--- config.mk ---
export PLATFORM = sky130hd
export DESIGN_NAME = key_matrix_scanner
export DESIGN_NICKNAME = d
export VERILOG_FILES = /design/src/rtl/key_matrix_scanner_pkg.sv /design/src/rtl/key_event_fifo.sv /design/src/rtl/key_matrix_scanner.sv
export SDC_FILE = /design/constraint.sdc
export NUM_CORES = 1
export LEC_CHECK = 0
export ABC_AREA = 1
export CORE_MARGIN = 3
export CORE_UTILIZATION = 35
export CTS_CLUSTER_DIAMETER = 50
export DETAILED_ROUTE_END_ITERATION = 8
export PLACE_DENSITY = 0.55
export SLEW_MARGIN = 20
export SYNTH_ARGS = -nofsm -noshare
export SYNTH_HDL_FRONTEND = slang
export SYNTH_SLANG_ARGS = --single-unit
--- constraint.sdc ---
create_clock -name CLK -period 3.3 [get_ports CLK]
set_input_delay 0.66 -clock CLK [delete_from_list [all_inputs] [get_ports CLK]]
set_output_delay 0.66 -clock CLK [all_outputs]
set_load 0.05 [all_outputs]
--- src/rtl/key_matrix_scanner_pkg.sv ---
// Shared constants and types for the key matrix scanner and its event buffer.
package key_matrix_scanner_pkg;

    localparam int KEY_W      = 5;   // key index width (col*8 + row)
    localparam int N_ROWS     = 8;   // row sense lines
    localparam int N_COLS     = 4;   // column strobes
    localparam int N_KEYS     = N_ROWS * N_COLS;
    localparam int FIFO_DEPTH = 4;   // event buffer entries
    localparam int ROW_W      = 3;   // row index width
    localparam int COL_W      = 2;   // column index width
    localparam int CNT_W      = 3;   // per-key mismatch counter width

    // One key event: which key changed and its new state.
    typedef struct packed {
        logic [KEY_W-1:0] key;
        logic             press;
    } evt_t;

    // Active-low one-cold strobe pattern for a column index.
    function automatic logic [N_COLS-1:0] col_strobe_n(input logic [COL_W-1:0] col);
        col_strobe_n = ~(N_COLS'(1) << col);
    endfunction

endpackage

--- src/rtl/key_event_fifo.sv ---
// Small event buffer: FIFO_DEPTH entries of evt_t, valid/ready read side.
// A push while full is accepted only if the head is popped in the same cycle;
// otherwise the event is dropped and o_drop pulses for that cycle.
module key_event_fifo
    import key_matrix_scanner_pkg::*;
(
    input  logic i_clk,
    input  logic i_rst,
    input  logic i_push,
    input  evt_t i_data,
    output logic o_valid,
    input  logic i_ready,
    output evt_t o_data,
    output logic o_full,
    output logic o_drop
);

    localparam int PTR_W = $clog2(FIFO_DEPTH);

    evt_t             r_mem [FIFO_DEPTH];
    logic [PTR_W-1:0] r_wr_ptr;
    logic [PTR_W-1:0] r_rd_ptr;
    logic [PTR_W:0]   r_count;

    logic w_pop;
    logic w_wr;

    assign o_valid = (r_count != '0);
    assign o_full  = (r_count == (PTR_W+1)'(FIFO_DEPTH));
    assign o_data  = r_mem[r_rd_ptr];
    assign w_pop   = o_valid & i_ready;
    assign w_wr    = i_push & (~o_full | w_pop);
    assign o_drop  = i_push & o_full & ~w_pop;

    // Storage array; contents are don't-care until written.
    always_ff @(posedge i_clk) begin
        if (w_wr) begin
            r_mem[r_wr_ptr] <= i_data;
        end
    end

    // Pointers and occupancy.
    always_ff @(posedge i_clk) begin
        if (i_rst) begin
            r_wr_ptr <= '0;
            r_rd_ptr <= '0;
            r_count  <= '0;
        end else begin
            if (w_wr) begin
                r_wr_ptr <= r_wr_ptr + PTR_W'(1);
            end
            if (w_pop) begin
                r_rd_ptr <= r_rd_ptr + PTR_W'(1);
            end
            case ({w_wr, w_pop})
                2'b10:   r_count <= r_count + (PTR_W+1)'(1);
                2'b01:   r_count <= r_count - (PTR_W+1)'(1);
                default: r_count <= r_count;
            endcase
        end
    end

endmodule

--- src/rtl/key_matrix_scanner.sv ---
// 4x8 key matrix scanner: strobes one column at a time, samples the rows at the
// end of each column dwell, debounces each key with a mismatch counter and
// queues press/release events in a small FIFO.
module key_matrix_scanner
    import key_matrix_scanner_pkg::*;
#(
    parameter int SCAN_DIV       = 16,
    parameter int DEBOUNCE_SCANS = 4
) (
    input  logic              CLK,
    input  logic              RST,
    output logic [N_COLS-1:0] COL_N,
    input  logic [N_ROWS-1:0] ROW_N,
    output logic [N_KEYS-1:0] KEYS,
    output logic              EVT_VALID,
    input  logic              EVT_READY,
    output logic [KEY_W-1:0]  EVT_KEY,
    output logic              EVT_PRESS,
    output logic              OVERFLOW
);

    localparam int               DIV_W     = $clog2(SCAN_DIV);
    localparam logic [DIV_W-1:0] DIV_LAST  = DIV_W'(SCAN_DIV - 1);
    localparam logic [CNT_W:0]   DEB_LIMIT = (CNT_W+1)'(DEBOUNCE_SCANS);

    // Scan timing
    logic [DIV_W-1:0]  r_dwell;
    logic [COL_W-1:0]  r_col;
    // Row synchronizer
    logic [N_ROWS-1:0] r_sync1;
    logic [N_ROWS-1:0] r_sync2;
    // Captured sample and row sequencer
    logic [N_ROWS-1:0] r_sample;
    logic [COL_W-1:0]  r_sample_col;
    logic              r_proc_active;
    logic [ROW_W-1:0]  r_proc_row;
    // Debounced state
    logic [N_KEYS-1:0] r_keys;
    logic [CNT_W-1:0]  r_mis [N_KEYS];
    logic              r_overflow;

    logic              w_capture;
    logic [KEY_W-1:0]  w_key;
    logic              w_sample_bit;
    logic              w_key_bit;
    logic [CNT_W-1:0]  w_mis_cur;
    logic [CNT_W:0]    w_mis_inc;
    logic              w_match;
    logic              w_toggle;
    evt_t              w_evt;
    evt_t              w_head;
    logic              w_full;
    logic              w_drop;

    assign w_capture    = (r_dwell == DIV_LAST);
    assign w_key        = {r_sample_col, r_proc_row};
    assign w_sample_bit = r_sample[r_proc_row];
    assign w_key_bit    = r_keys[w_key];
    assign w_mis_cur    = r_mis[w_key];
    assign w_mis_inc    = {1'b0, w_mis_cur} + (CNT_W+1)'(1);
    assign w_match      = (w_sample_bit == w_key_bit);
    assign w_toggle     = r_proc_active & ~w_match & (w_mis_inc == DEB_LIMIT);
    assign w_evt        = '{key: w_key, press: ~w_key_bit};

    // Column dwell counter and active column; the column advances on wrap.
    always_ff @(posedge CLK) begin
        if (RST) begin
            r_dwell <= '0;
            r_col   <= '0;
        end else if (w_capture) begin
            r_dwell <= '0;
            r_col   <= r_col + COL_W'(1);
        end else begin
            r_dwell <= r_dwell + DIV_W'(1);
        end
    end

    // Two-flop synchronizer for the asynchronous row lines (idle = released = 1).
    always_ff @(posedge CLK) begin
        if (RST) begin
            r_sync1 <= '1;
            r_sync2 <= '1;
        end else begin
            r_sync1 <= ROW_N;
            r_sync2 <= r_sync1;
        end
    end

    // Capture the pressed pattern at end of dwell, then walk rows 0..7 one per cycle.
    always_ff @(posedge CLK) begin
        if (RST) begin
            r_sample      <= '0;
            r_sample_col  <= '0;
            r_proc_active <= 1'b0;
            r_proc_row    <= '0;
        end else if (w_capture) begin
            r_sample      <= ~r_sync2;
            r_sample_col  <= r_col;
            r_proc_active <= 1'b1;
            r_proc_row    <= '0;
        end else if (r_proc_active) begin
            if (r_proc_row == ROW_W'(N_ROWS - 1)) begin
                r_proc_active <= 1'b0;
            end
            r_proc_row <= r_proc_row + ROW_W'(1);
        end
    end

    // Per-key debounce: count disagreeing samples, flip the key when the limit is hit.
    always_ff @(posedge CLK) begin
        if (RST) begin
            r_keys <= '0;
            for (int i = 0; i < N_KEYS; i++) begin
                r_mis[i] <= '0;
            end
        end else if (r_proc_active) begin
            if (w_match) begin
                r_mis[w_key] <= '0;
            end else if (w_toggle) begin
                r_keys[w_key] <= ~w_key_bit;
                r_mis[w_key]  <= '0;
            end else begin
                r_mis[w_key] <= w_mis_inc[CNT_W-1:0];
            end
        end
    end

    // Sticky overflow flag, cleared only by reset.
    always_ff @(posedge CLK) begin
        if (RST) begin
            r_overflow <= 1'b0;
        end else if (w_drop) begin
            r_overflow <= 1'b1;
        end
    end

    key_event_fifo u_fifo (
        .i_clk   (CLK),
        .i_rst   (RST),
        .i_push  (w_toggle),
        .i_data  (w_evt),
        .o_valid (EVT_VALID),
        .i_ready (EVT_READY),
        .o_data  (w_head),
        .o_full  (w_full),
        .o_drop  (w_drop)
    );

    assign COL_N     = col_strobe_n(r_col);
    assign KEYS      = r_keys;
    assign EVT_KEY   = w_head.key;
    assign EVT_PRESS = w_head.press;
    assign OVERFLOW  = r_overflow;

endmodule

# == Word level (Yosys, flattened, before mapping) ==
# Memories as Yosys holds them, arrays and structs flattened. A register that Yosys moved wholly into a read port is not among the register bits.
# Cells that the tools add are included.
# word_totals
word_cells,91
register_bits,76
ram_bits,120
mem_count,2
rom_bits,0
latchBits,0
out_inout_bits,44
# op_classes
n_bitwise,15
n_addsub,8
div,0
n_mul,0
order_cmp,3
n_eq_ne,7
n_mux,36
shift,1
reduce_logical,6
# mem_list
memory,depth,word_bits,read_ports,rd_clocked_by_memory_dff,wr,line,rtl
r_mis,32,3,1,0,32,key_matrix_scanner.sv:39,logic [CNT_W-1:0] r_mis [N_KEYS];
u_fifo.r_mem,4,6,1,1,1,key_event_fifo.sv:20,evt_t r_mem [FIFO_DEPTH];
# ops
operator,n
$bwmux 32,1
$mux 1,25
$mux 3,3
$not 8->8,1
$add 2x1->2 const B,3
$add 3x1->3 const B,2
$and 1x1->1,6
$eq 3x3->1 const B,2
$lt 5x6->1 const B,1
$pmux 3 s2,1
$bmux 1 s5,1
$demux 1 s5,1
$ge 5x1->1 const B,1
$mux 5,1
$add 3x1->4 const B,1
$add 4x1->4 const B,1
$eq 4x3->1 const B,1
$eq 4x4->1 const B,1
$lt 3x4->1 const B,1
$mux 2,2
$not 1->1,4
$not 4->4,1
$shl 1x2->4 const A,1
$bmux 1 s3,1
11 further kinds,13

# == Longest topological paths before layout ==
# Gate-level depths: netlist of run 1.
# logic_depth
word_depth,15
mapped_depth,23

# == Hierarchy ==
# Synthesis of run 1 repeated with hierarchy kept, for this count alone.
# hier_totals
cells_unflattened,1252
area_unflattened_um2,9902.0
# by_module_without_submodules
mod,area_each_um2,seq_area_each_um2,cells_each,n_inst
key_matrix_scanner,8500.7,4264.1,1119,1
key_event_fifo,1401.3,900.9,133,1

# == Worst setup path before layout of run 1 ==
# Ideal clock, no wire load.
# synth_timing
path_kind,reg-to-reg
start,reg r_proc_row[0]
end,reg u_fifo.r_count[2]
synth_period_minus_slack_ps,3023
t_arrival_ps,2901
setup_slack_ps,277
setup_ps,122
path_stages_with_launch,23
path_cell_list,dfxtp_1 -> inv_2 -> buf_4 -> buf_4 -> o21ai_1 -> nand2_1 -> nand2_1 -> nand2_1 -> nor2_1 -> nand2_1 -> ha_1 -> inv_1 -> nand3_1 -> nand3_1 -> nor2_4 -> nand3_1 -> ha_1 -> inv_1 -> fa_1 -> a21oi_1 -> o21ai_0 -> o21ai_0 -> a21oi_1
# synth_between
elab_chain_cells,9
word_cells_on_any_way,16
classes_between,1 x add/sub; 4 x eq/ne; 5 x mux; 4 x bitwise; 1 x reduce/logical; 1 x memory
# synth_lines
item,line,rtl
"start, declared",key_matrix_scanner.sv:36,logic [ROW_W-1:0] r_proc_row;
"start signal, assigned",key_matrix_scanner.sv:105,r_proc_row <= r_proc_row + ROW_W'(1);
"parallel branches: the longest is 5 deep, another holds $add 3x1->4",-,
$and 1x1->1 *,key_matrix_scanner.sv:62,assign w_toggle = r_proc_active & ~w_match & (w_mis_inc == DEB_LIMIT);
$and 1x1->1 *,key_event_fifo.sv:32,assign w_wr = i_push & (~o_full | w_pop);
$eq 2x1->1 or $eq 2x2->1 (tied branches),key_event_fifo.sv:55,"case ({w_wr, w_pop})"
$pmux 3 s2 or $reduce_bool 2->1 (tied branches),-,
"end signal, assigned",key_event_fifo.sv:56,2'b10: r_count <= r_count + (PTR_W+1)'(1);
"end signal, assigned",key_event_fifo.sv:57,2'b01: r_count <= r_count - (PTR_W+1)'(1);
"end signal, assigned",key_event_fifo.sv:58,default: r_count <= r_count;
"end, declared",key_event_fifo.sv:23,logic [PTR_W:0] r_count;
# Every way passes the cells marked *. The select of a mux whose other input is x is not followed.
# A chain may end at the register's enable or synchronous reset.

# == Worst setup path in the final report of run 1 ==
# layout_timing
start,reg r_proc_row[1]
end,reg u_fifo.r_count[1]
# Same word-level chain as after synthesis.

==> results of run 1 <==
cells in the final DEF, fill, tap and decap left out, types with 2 or more instances in the layout:
cell,netlist,routed
ha_1,17,17
clkinv_8,0,5
inv_6,0,5
a21oi_2,1,2
clkbuf_16,0,18
nor2_4,2,2
nand4_1,35,35
nor2_1,219,218
inv_8,0,2
nand2_2,1,2
buf_4,16,32
dfxtp_1,78,76
or2_2,17,17
inv_1,157,157
o211ai_1,8,8
a21oi_1,18,17
o21ai_0,39,38
nand3_1,69,68
nand3b_2,3,3
nor3_2,3,3
inv_12,0,2
clkdlybuf4s50_1,0,54
nand2_1,352,351
o21ai_1,4,5
inv_2,5,6
nor3_1,6,5
nor2_2,3,4
edfxtp_1,120,120
buf_12,0,9
o22ai_1,12,12
flip-flops by register name, summed over array words and instances, names as in the netlist, named ones only:
name	cells
r_proc_active	1
r_sample	8
u_fifo.r_mem	24
u_fifo.r_count	3
KEYS	32
r_proc_row	3
r_sync1	8
r_col	2
OVERFLOW	1
r_sample_col	2
u_fifo.r_rd_ptr	2
r_sync2	8
r_mis	96
u_fifo.r_wr_ptr	2
r_dwell	4
cells by family (layout without fill, tap and decap cells):
family | Yosys count | in the layout | synth area share [%]
xor gates and xnor gates | 1 | 1 | 0.08879
DFF | 198 | 198 | 52.35
and+or+nand+nor | 712 | 712 | 30.10
buffers and inverters | 229 | 293 | 10.40
adders and majority gates | 18 | 18 | 2.359
AOI/OAI and AO/OA | 84 | 84 | 4.705
cell usage after synthesis (all sizes together):
cell | instances | area share, %
xnor2 | 1 | 0.089
and2 | 1 | 0.063
clkbuf | 21 | 0.80
nand2 | 353 | 13
o31ai | 1 | 0.076
clkinv | 1 | 0.038
edfxtp | 120 | 37
fa | 1 | 0.20
o211ai | 8 | 0.61
inv | 163 | 6.2
nand3b | 4 | 0.42
o21ai | 43 | 2.2
nor2 | 224 | 8.8
nand3 | 69 | 3.5
nor3 | 9 | 0.61
o22ai | 12 | 0.76
buf | 44 | 3.3
ha | 17 | 2.2
o21a | 1 | 0.076
a21oi | 19 | 1.0
or2 | 17 | 1.1
nand4 | 35 | 2.2
dfxtp | 78 | 16
path summary, 6_finish.rpt:
kind                            cells past startpoint                end     startpoint  slack (ps)
worst max-delay path                               19  u_fifo.r_count[1]  r_proc_row[1]         220
worst max register to register                     19  u_fifo.r_count[1]  r_proc_row[1]         220
worst min register to register                      1         r_sync2[5]     r_sync1[5]         410
worst min-delay path                                1         r_sync2[5]     r_sync1[5]         410
layer usage:
metal	track usage, %	share of wire, %	routed length, um
met1	24.05	47	12090
met2	27.59	46	12080
met3	2.883	5.4	1401
met4	5.362	1.6	409
met5	0	0	0
repair_timing:
item	CTS	global route
endpoints found under the hold margin	0	0
gates resized for setup	0	11
setup endpoints to repair	0	63
buffers inserted	0	1
critical path: stages, from the launching register on:
cell     delay [ps]
dfxtp_2         370
inv_6           240
nand2_1         120
o21ai_0         250
nand2_1         100
nand2_1          80
nor2_1           40
nand2_1         100
ha_1            170
inv_1            40
nand3_1         110
nand3_2         110
nor2_4          140
nand3_1         120
ha_1            210
inv_1           110
fa_2            460
nor2_1          100
a21oi_1          50
nor2_1           90
power by group:
part	total (mW)	internal [mW]	switching, mW
clock network	2.17	1.06	1.11
logic	0.137	0.0500	0.0868
registers	2.68	2.66	0.0186
cell type report:
type | instances | area, um2
Inverter | 164 | 620.6
Clock inverter | 14 | 180.2
Fill cell | 2813 | 15750
Timing Repair Buffer | 97 | 997.2
Clock buffer | 18 | 439.2
Tap cell | 372 | 465.4
Multi-Input combinational cell | 815 | 3702
Sequential cell | 198 | 5170
metrics by stage:
stage	hold slack (ps)	std cells	cell area [um2]
after global routing	424.1	1678	11570
after CTS	415.0	1676	11510
after floorplan	389.5	1242	9866
after global placement	392.9	1644	10890
after detailed placement	394.6	1644	10890
final	413.4	1678	11570
==> results.tsv, run 1 <==
stage	metric	value	unit
run_status	status	finished clean	
clocking	clock sink total	198	
pwr	total power	4.984	mW
clocking	clock latency on the worst-skew pair	450	ps
route	DRC viols	0	
final_layout	diode count	0	
route	drt initial violations	618	
timing	Fin Clk Skew	10.26	ps
setup_path	Critical Path Start Type	flip-flop	
clocking	Clock Tree Root	clkbuf_16	
placement	gpl congestion	0.8664	
timing	slew margin rel.	52.23	%
global_route	global-route usage over all layers	17.26	%
global_route	largest net degree at the start of global routing	74	
synth	Synth warnings	0	
run	Max Cap Viol	0	
clocking	clk slew on worst S/H paths	80	ps
synth	Mean Syn Cell Area	7.943	um2
final_layout	fraction of layout cells with a size suffix above 1	9.188	%
die	Die Ht	173.9	um
timing	Final TNS setup	0	ps
route	drt first pass iters	6	
timing	fin crit period	3083	ps
pwr	Leak	4.634	nW
global_route	initial antenna violation count	0	
clocking	CTS tree	yes	
hold_path	worst hold path type	flip-flop to flip-flop	
route	Wirelength per Cell	15.49	um
synth	Syn Nets	1271	
clocking	H-tree Lvls	4	
synth	synthesized cell area	9866	um2
setup_path	Critical Path RT	3680	ps
synth	synthesized instance count	1242	
synth	Distinct cells, synth	34	
setup_path	crit path DAT	3470	ps
final_layout	Finished Core Util	42.36	%
placement	port bufs	54	
setup_path	WS Path Type	flip-flop to flip-flop	
placement	hpwl dp	17380	um
timing	Hold Fails Final Rpt	0	
route	Routed Antenna Nets	0	
die	IO Count	55	
timing	final worst-path cycle share	93.43	%
setup_path	Worst setup EP type	flip-flop	
global_route	number of global-route vias before repair	7651	
die	initial core utilization	36.10	%
die	die area	30240	um2
global_route	Congestion Overflow GR	0	
timing	f_max	324.3	MHz
timing	Final Slew Violations	0	
route	vias	8049	
placement	Setup WS pre-CTS	165.2	ps
die	row count	60	
pwr	Max VDD drop	253.0	uV
global_route	first-pass GRT wire length	41300	um
setup_path	worst-path fanout max	29	
route	vias per std cell	4.797	
timing	Slew @ Worst Pin	716.6	ps
timing	Final setup viols	0	
die	DIE WIDTH	173.9	um
clocking	Num CTS Buffers	17	
clocking	CTS Hold Bufs	0	
clocking	CTS max path bufs	2	
pwr	power per cell area	430.5	nW/um2
synth	FF+latch count, synth	198	
route	final wirelength	25990	um
die	total core area	27330	um2
final_layout	Final nets	1322	
timing	setup slack after layout	216.8	ps
synth	sequential area share after synthesis	52.35	%
final_layout	Area growth syn-to-layout	17.32	%
(Power assumes the default switching activity.)
==> inputs of run 2 (changes only) <==
CELL_PAD_IN_SITES_DETAIL_PLACEMENT = 1   (was default)
CELL_PAD_IN_SITES_GLOBAL_PLACEMENT = 2   (was default)
CTS_BUF_LIST = sky130_fd_sc_hd__clkbuf_2 sky130_fd_sc_hd__clkbuf_4 sky130_fd_sc_hd__clkbuf_8   (was default)
PLACE_DENSITY = 0.82   (was 0.55)
==> run 2 against run 1 <==
Sequential power about the same. Register-to-register slack about the same. Die area unchanged. Non-clock buffer count up 6. Worst setup slack worse by 9.3 ps. Sequential share of layout area up 0.79 points. Critical path depth down 15. Via count up 1.9%. Count of clock-buffer cells in the layout unchanged. Worst hold slack better by 7.4 ps. Combinational power about the same. Critical path type is now flip-flop to output port. Largest power group unchanged.
==> results.tsv, run 2 (synthesis results as in run 1) <==
stage	metric	value	unit	change
placement	port bufs	54		unchanged
global_route	Congestion Overflow GR	0		unchanged
placement	Cells after DPL	1650		+0.36%
clocking	H-tree Lvls	4		unchanged
pwr	Leak	4.564	nW	-1.5%
pwr	Max VDD drop	195.5	uV	-23%
global_route	number of global-route vias before repair	8369		+9.4%
hold_path	Cells on Worst Hold Path	1		unchanged
clocking	clock latency on the worst-skew pair	480	ps	+30 ps
hold_path	hold_sp	r_sync1[2]		
final_layout	fraction of layout cells with a size suffix above 1	10.14	%	+0.95 points
clocking	CTS Hold Bufs	0		unchanged
setup_path	Worst setup EP type	output port		
timing	slew margin rel.	52.66	%	+0.44 points
die	DIE WIDTH	173.9	um	unchanged
global_route	largest net degree at the start of global routing	68		-8.1%
final_layout	Fillers	3365		+20%
hold_path	Hold EP	r_sync2[2]		
run_status	status	finished clean		
final_layout	commonest non-fill, non-tap cell in the layout	nand2_1		
setup_path	Critical Path RT	2640	ps	-1040 ps
setup_path	Reg2Reg Depth	21		+2
clocking	Clock Tree Root	clkbuf_8		
clocking	Num CTS Buffers	17		unchanged
final_layout	max reg flops	96		unchanged
pwr	total power	4.368	mW	-12%
setup_path	Critical Path Start Type	flip-flop		
final_layout	area of the multi-input gates	3705	um2	about the same
clocking	clk slew on worst S/H paths	120	ps	+40 ps
final_layout	leading cell types in the layout, fill and taps excluded	351 x nand2_1, 217 x nor2_1, 156 x inv_1		
route	Wirelength per Cell	16.89	um	+9.1%
final_layout	register area	5174	um2	about the same
die	row count	60		unchanged
timing	fin crit period	3093	ps	+9.323 ps
final_layout	Biggest register	r_mis		
timing	Hold Fails Final Rpt	0		unchanged
setup_path	crit path DAT	2430	ps	-1040 ps
setup_path	worst-path fanout max	13		-55%
clocking	CTS tree	yes		
setup_path	worst r2r src	r_proc_row[0]		
global_route	global-route usage over all layers	18.95	%	+1.7 points
final_layout	diode count	0		unchanged
timing	Final TNS setup	0	ps	unchanged
pwr	power per cell area	383.8	nW/um2	-11%
die	initial core utilization	36.10	%	unchanged
timing	RSZ-0062 raised after global routing	yes		
final_layout	Finished Core Util	41.65	%	-0.71 points
die	IO Count	55		unchanged
timing	Final Slew Violations	0		unchanged
hold_path	worst hold path type	flip-flop to flip-flop		
die	Die Ht	173.9	um	unchanged
route	drt initial violations	495		-20%
clocking	clock sink total	198		unchanged
final_layout	Area growth syn-to-layout	15.36	%	
route	Routed Antenna Nets	0		unchanged
route	final wirelength	28440	um	+9.4%
setup_path	FF-to-FF End	u_fifo.r_count[2]		
placement	hpwl dp	19900	um	+14%
timing	Final setup viols	0		unchanged
global_route	first-pass GRT wire length	45340	um	+9.8%
final_layout	Final nets	1328		+0.45%
timing	Slew @ Worst Pin	710.0	ps	-6.561 ps
run	Max Cap Viol	0		unchanged
route	DRC viols	0		unchanged
clocking	CTS max path bufs	2		unchanged
setup_path	internal reg-to-reg setup slack	210	ps	about the same
route	drt first pass iters	5		-1
setup_path	WS Path Type	flip-flop to output port		
timing	Fin Clk Skew	19.34	ps	+9.084 ps
global_route	initial antenna violation count	0		unchanged
die	total core area	27330	um2	unchanged
timing	f_max	323.4	MHz	-0.30%
route	vias	8204		+1.9%
die	die area	30240	um2	unchanged
placement	gpl congestion	0.7711		-11%
route	vias per std cell	4.872		+1.6%
final_layout	fin cells	1684		+0.36%
timing	final worst-path cycle share	93.71	%	+0.28 points
==> run 2: cell types whose count changed in the layout (fill, tap and decap cells not counted), sizes merged <==
cell    previous run  this run
buf               42        49
inv              172       170
clkbuf            19        18
clkinv             6         8
==> run 2: routing by layer <==
| layer | GRT usage (%) | vias up | part of all wire (%) |
|---|---|---|---|
| li1 | - | 4041 | - |
| met1 | 24.85 | 4002 | 46 |
| met2 | 32.65 | 140 | 49 |
| met3 | 2.730 | 21 | 3.3 |
| met4 | 5.395 | 0 | 1.8 |
| met5 | 0 | - | 0 |
==> run 2: worst max-delay path, cell delays in order, from the launching register on <==
cell             delay [ps]
dfxtp_1                 600
inv_1                   290
o21ai_0                 240
o22ai_1                 100
clkdlybuf4s50_1         710
==> run 2: cell type report <==
| class | instances | area share [%] |
|---|---|---|
| clock inverters | 14 | 1.242 |
| multi-input cells | 815 | 32.55 |
| well taps | 372 | 4.090 |
| repair buffers | 103 | 9.059 |
| inverters | 164 | 5.475 |
| clock buffers | 18 | 2.122 |
| flip-flops and latches | 198 | 45.46 |
==> run 2: worst max path at each step <==
stage,endpoint,start,depth (start not counted),slack [ps]
after global routing,u_fifo.r_count[2],r_proc_row[0],23,-80
after detailed placement,u_fifo.r_count[2],r_proc_row[1],21,-90
after CTS,u_fifo.r_count[2],r_proc_row[0],23,20
after floorplan,u_fifo.r_count[2],r_proc_row[0],22,280
after global placement,u_fifo.r_count[2],r_proc_row[1],21,-20
final,EVT_KEY[4],flip-flop,4,210
==> run 2: where the power goes <==
part / total, mW / internal, mW / switching (mW)
sequential: 2.68 / 2.66 / 0.0174
combinational: 0.140 / 0.0514 / 0.0889
clock: 1.55 / 0.570 / 0.978
total: 4.37 / 3.28 / 1.08
==> run 2: metrics by stage <==
step           setup slack (ps)  hold WS (ps)  area [um2]
2_1_floorplan             277.3         389.5        9866
3_3_place_gp             -22.89         392.7       10910
3_5_place_dp             -85.65         397.2       10910
4_1_cts                   23.87         425.7       11320
5_1_grt                  -83.42         436.1       11380
6_report                  207.5         420.8       11380
==> run 2: what timing repair did <==
item | 4_1_cts | 5_1_grt
buffers inserted | 0 | 2
resized for setup | 8 | 19
pin swaps | 0 | 5
endpoints found under the setup margin | 1 | 38
==> inputs of run 3 (changes only) <==
CELL_PAD_IN_SITES_DETAIL_PLACEMENT = 0   (was 1)
CELL_PAD_IN_SITES_GLOBAL_PLACEMENT = 1   (was 2)
CORE_ASPECT_RATIO = 2   (was default)
PLACE_DENSITY = 0.69   (was 0.82)
==> run 3 against run 2 <==
Worst hold slack worse by 8.7 ps. Routed wire length decreased by 3.1%. Global-route usage decreased by 0.64 points. Via count fell by 3.6%. First-iteration DRC count shrank 16%. Worst setup slack improved by 38 ps. Maximum frequency increased by 1.3%. Sequential power barely moved. Combinational power shrank 4%. Cell area shrank 0.31%. Non-clock buffer count fell by 8. Critical path type is now flip-flop to flip-flop.
==> results.tsv, run 3 (synthesis results as in run 1) <==
stage	metric	value	unit	change
run_status	status	finished clean		
placement	gpl congestion	0.8571		+11%
setup_path	Critical Path Start Type	flip-flop		
setup_path	Reg2Reg Depth	21		unchanged
clocking	Resized Gates After CTS	0		-8
run	Max Cap Viol	0		unchanged
route	vias per std cell	4.773		-2.0%
route	final wirelength	27560	um	-3.1%
timing	Final TNS setup	0	ps	unchanged
global_route	number of global-route vias before repair	7784		-7.0%
timing	Final setup viols	0		unchanged
timing	fin crit period	3054	ps	-38.21 ps
final_layout	register area	5174	um2	unchanged
timing	slew margin rel.	54.51	%	+1.8 points
placement	hpwl dp	19860	um	-0.24%
clocking	CTS Hold Bufs	0		unchanged
die	die area	30360	um2	+0.40%
timing	final worst-path cycle share	92.56	%	-1.2 points
pwr	power per cell area	387.5	nW/um2	+0.95%
clocking	H-tree Lvls	4		unchanged
die	IO Count	55		unchanged
timing	f_max	327.4	MHz	+1.3%
global_route	initial antenna violation count	1		+1
final_layout	Area growth syn-to-layout	15.00	%	
pwr	Leak	4.560	nW	about the same
timing	Fin Clk Skew	20.04	ps	+0.6968 ps
timing	Final Slew Violations	0		unchanged
setup_path	crit path DAT	3500	ps	+1070 ps
final_layout	leading cell types in the layout, fill and taps excluded	352 x nand2_1, 217 x nor2_1, 156 x inv_1		
setup_path	crit-path max cell delay	430	ps	-280 ps
route	DRC viols	0		unchanged
route	Routed Antenna Nets	0		unchanged
setup_path	Largest delay share family, worst path	simple AND/OR/NAND/NOR gates		
final_layout	fraction of layout cells with a size suffix above 1	9.126	%	-1.0 points
placement	port bufs	54		unchanged
global_route	Congestion Overflow GR	0		unchanged
clocking	Setup Buffers After CTS	0		unchanged
global_route	first-pass GRT wire length	42610	um	-6.0%
clocking	clk slew on worst S/H paths	110	ps	about the same
final_layout	commonest non-fill, non-tap cell in the layout	nand2_1		
setup_path	Critical Path RT	3750	ps	+1110 ps
timing	Hold Fails Final Rpt	0		unchanged
setup_path	CP bufs+invs	3		+1
die	Die Ht	243.4	um	+40%
final_layout	Fillers	2890		-14%
global_route	largest net degree at the start of global routing	71		+4.4%
route	vias	7909		-3.6%
hold_path	Cells on Worst Hold Path	1		unchanged
die	DIE WIDTH	124.7	um	-28%
hold_path	worst hold path type	flip-flop to flip-flop		
setup_path	crit-path cells	buf_12 -> nor2_1 -> nor2_1 -> nand2_1 -> nand2_1 -> nand2_1 -> nand2_1 -> nor2_1 -> nand2_1 -> ha_1 -> inv_1 -> nand3_1 -> nand3_1 -> nor2_4 -> nand3_2 -> ha_1 -> inv_2 -> fa_2 -> nor2_1 -> a21oi_1 -> nor2_1		
setup_path	Levels on crit path	21		+17
route	drt first pass iters	4		-1
global_route	global-route usage over all layers	18.31	%	-0.64 points
clocking	clock sink total	198		unchanged
clocking	Num CTS Buffers	17		unchanged
setup_path	slowest cell on the critical path	fa_2		
pwr	Max VDD drop	252.3	uV	+29%
setup_path	Worst setup EP type	flip-flop		
pwr	total power	4.396	mW	+0.64%
die	initial core utilization	35.68	%	-0.43 points
clocking	CTS max path bufs	2		unchanged
die	total core area	27650	um2	+1.2%
timing	Slew @ Worst Pin	682.4	ps	-27.66 ps
final_layout	Final nets	1320		-0.60%
clocking	CTS tree	yes		
clocking	Clock Tree Root	clkbuf_8		
timing	RSZ-0062 raised after global routing	no		
final_layout	max reg flops	96		unchanged
final_layout	Biggest register	r_mis		
timing	setup slack after layout	245.7	ps	+38.21 ps
die	row count	86		+43%
route	drt initial violations	414		-16%
final_layout	area of the multi-input gates	3702	um2	about the same
setup_path	worst-path fanout max	34		+21
placement	Setup WS pre-CTS	74.42	ps	+160.1 ps
setup_path	WS Path Type	flip-flop to flip-flop		
route	Wirelength per Cell	16.63	um	-1.5%
clocking	clock latency on the worst-skew pair	510	ps	+30 ps
run 3: cell types whose count changed in the layout (fill, tap and decap cells not counted), sizes merged:
cell / before / now
diode: 0 / 1
bufinv: 0 / 1
inv: 170 / 172
buf: 49 / 40
clkinvlp: 0 / 2
clkinv: 8 / 4
run 3: final timing paths:
check / from / to / slack [ps]
worst min register to register: r_sync1[1] / r_sync2[1] / 410
worst max register to register: r_proc_row[0] / u_fifo.r_count[1] / 250
worst min-delay path: r_sync1[1] / r_sync2[1] / 410
worst max-delay path: r_proc_row[0] / u_fifo.r_count[1] / 250
run 3: metal layers:
layer | wire length [um] | vias to the layer above | share of wire, % | track usage, %
met1 | 10040 | 3692 | 36 | 17.93
met3 | 646 | 55 | 2.3 | 3.247
met2 | 15520 | 140 | 56 | 35.65
met4 | 1358 | 0 | 4.9 | 9.845
met5 | 0 | - | 0 | 0
li1 | - | 4022 | - | -
run 3: area by class of cell:
cell class	count	share of cell area [%]
clock buffer	17	2.062
antenna	1	0.02206
tap	352	3.882
sequential	198	45.60
multi-input combinational	815	32.63
inverter	164	5.514
clock inverter	15	1.412
timing repair buffer	95	8.877
run 3: worst register-to-register path, cell delays in order (launching register included):
cell and delay, ps:
dfxtp_4 420, buf_12 210, nor2_1 80, nor2_1 100
nand2_1 70, nand2_1 60, nand2_1 60, nand2_1 120
nor2_1 60, nand2_1 110, ha_1 180, inv_1 40
nand3_1 80, nand3_1 120, nor2_4 230, nand3_2 110
ha_1 220, inv_2 80, fa_2 430, nor2_1 90
a21oi_1 50, nor2_1 80
run 3: stage by stage:
stage          cell area, um2  utilization, %  cells  hold slack, ps
5_1_grt                 11350           41.03   1657           430.6
3_3_place_gp            10860           39.26   1623           393.7
4_1_cts                 11250           40.69   1655           416.8
3_5_place_dp            10860           39.26   1623           392.3
6_report                11350           41.03   1657           412.1
2_1_floorplan            9866               -   1242           389.5
run 3: power by group:
group	internal (mW)	switching (mW)	leakage, nW
registers	2.66	0.0214	1.83
clock network	0.629	0.947	0.196
logic	0.0489	0.0864	2.54
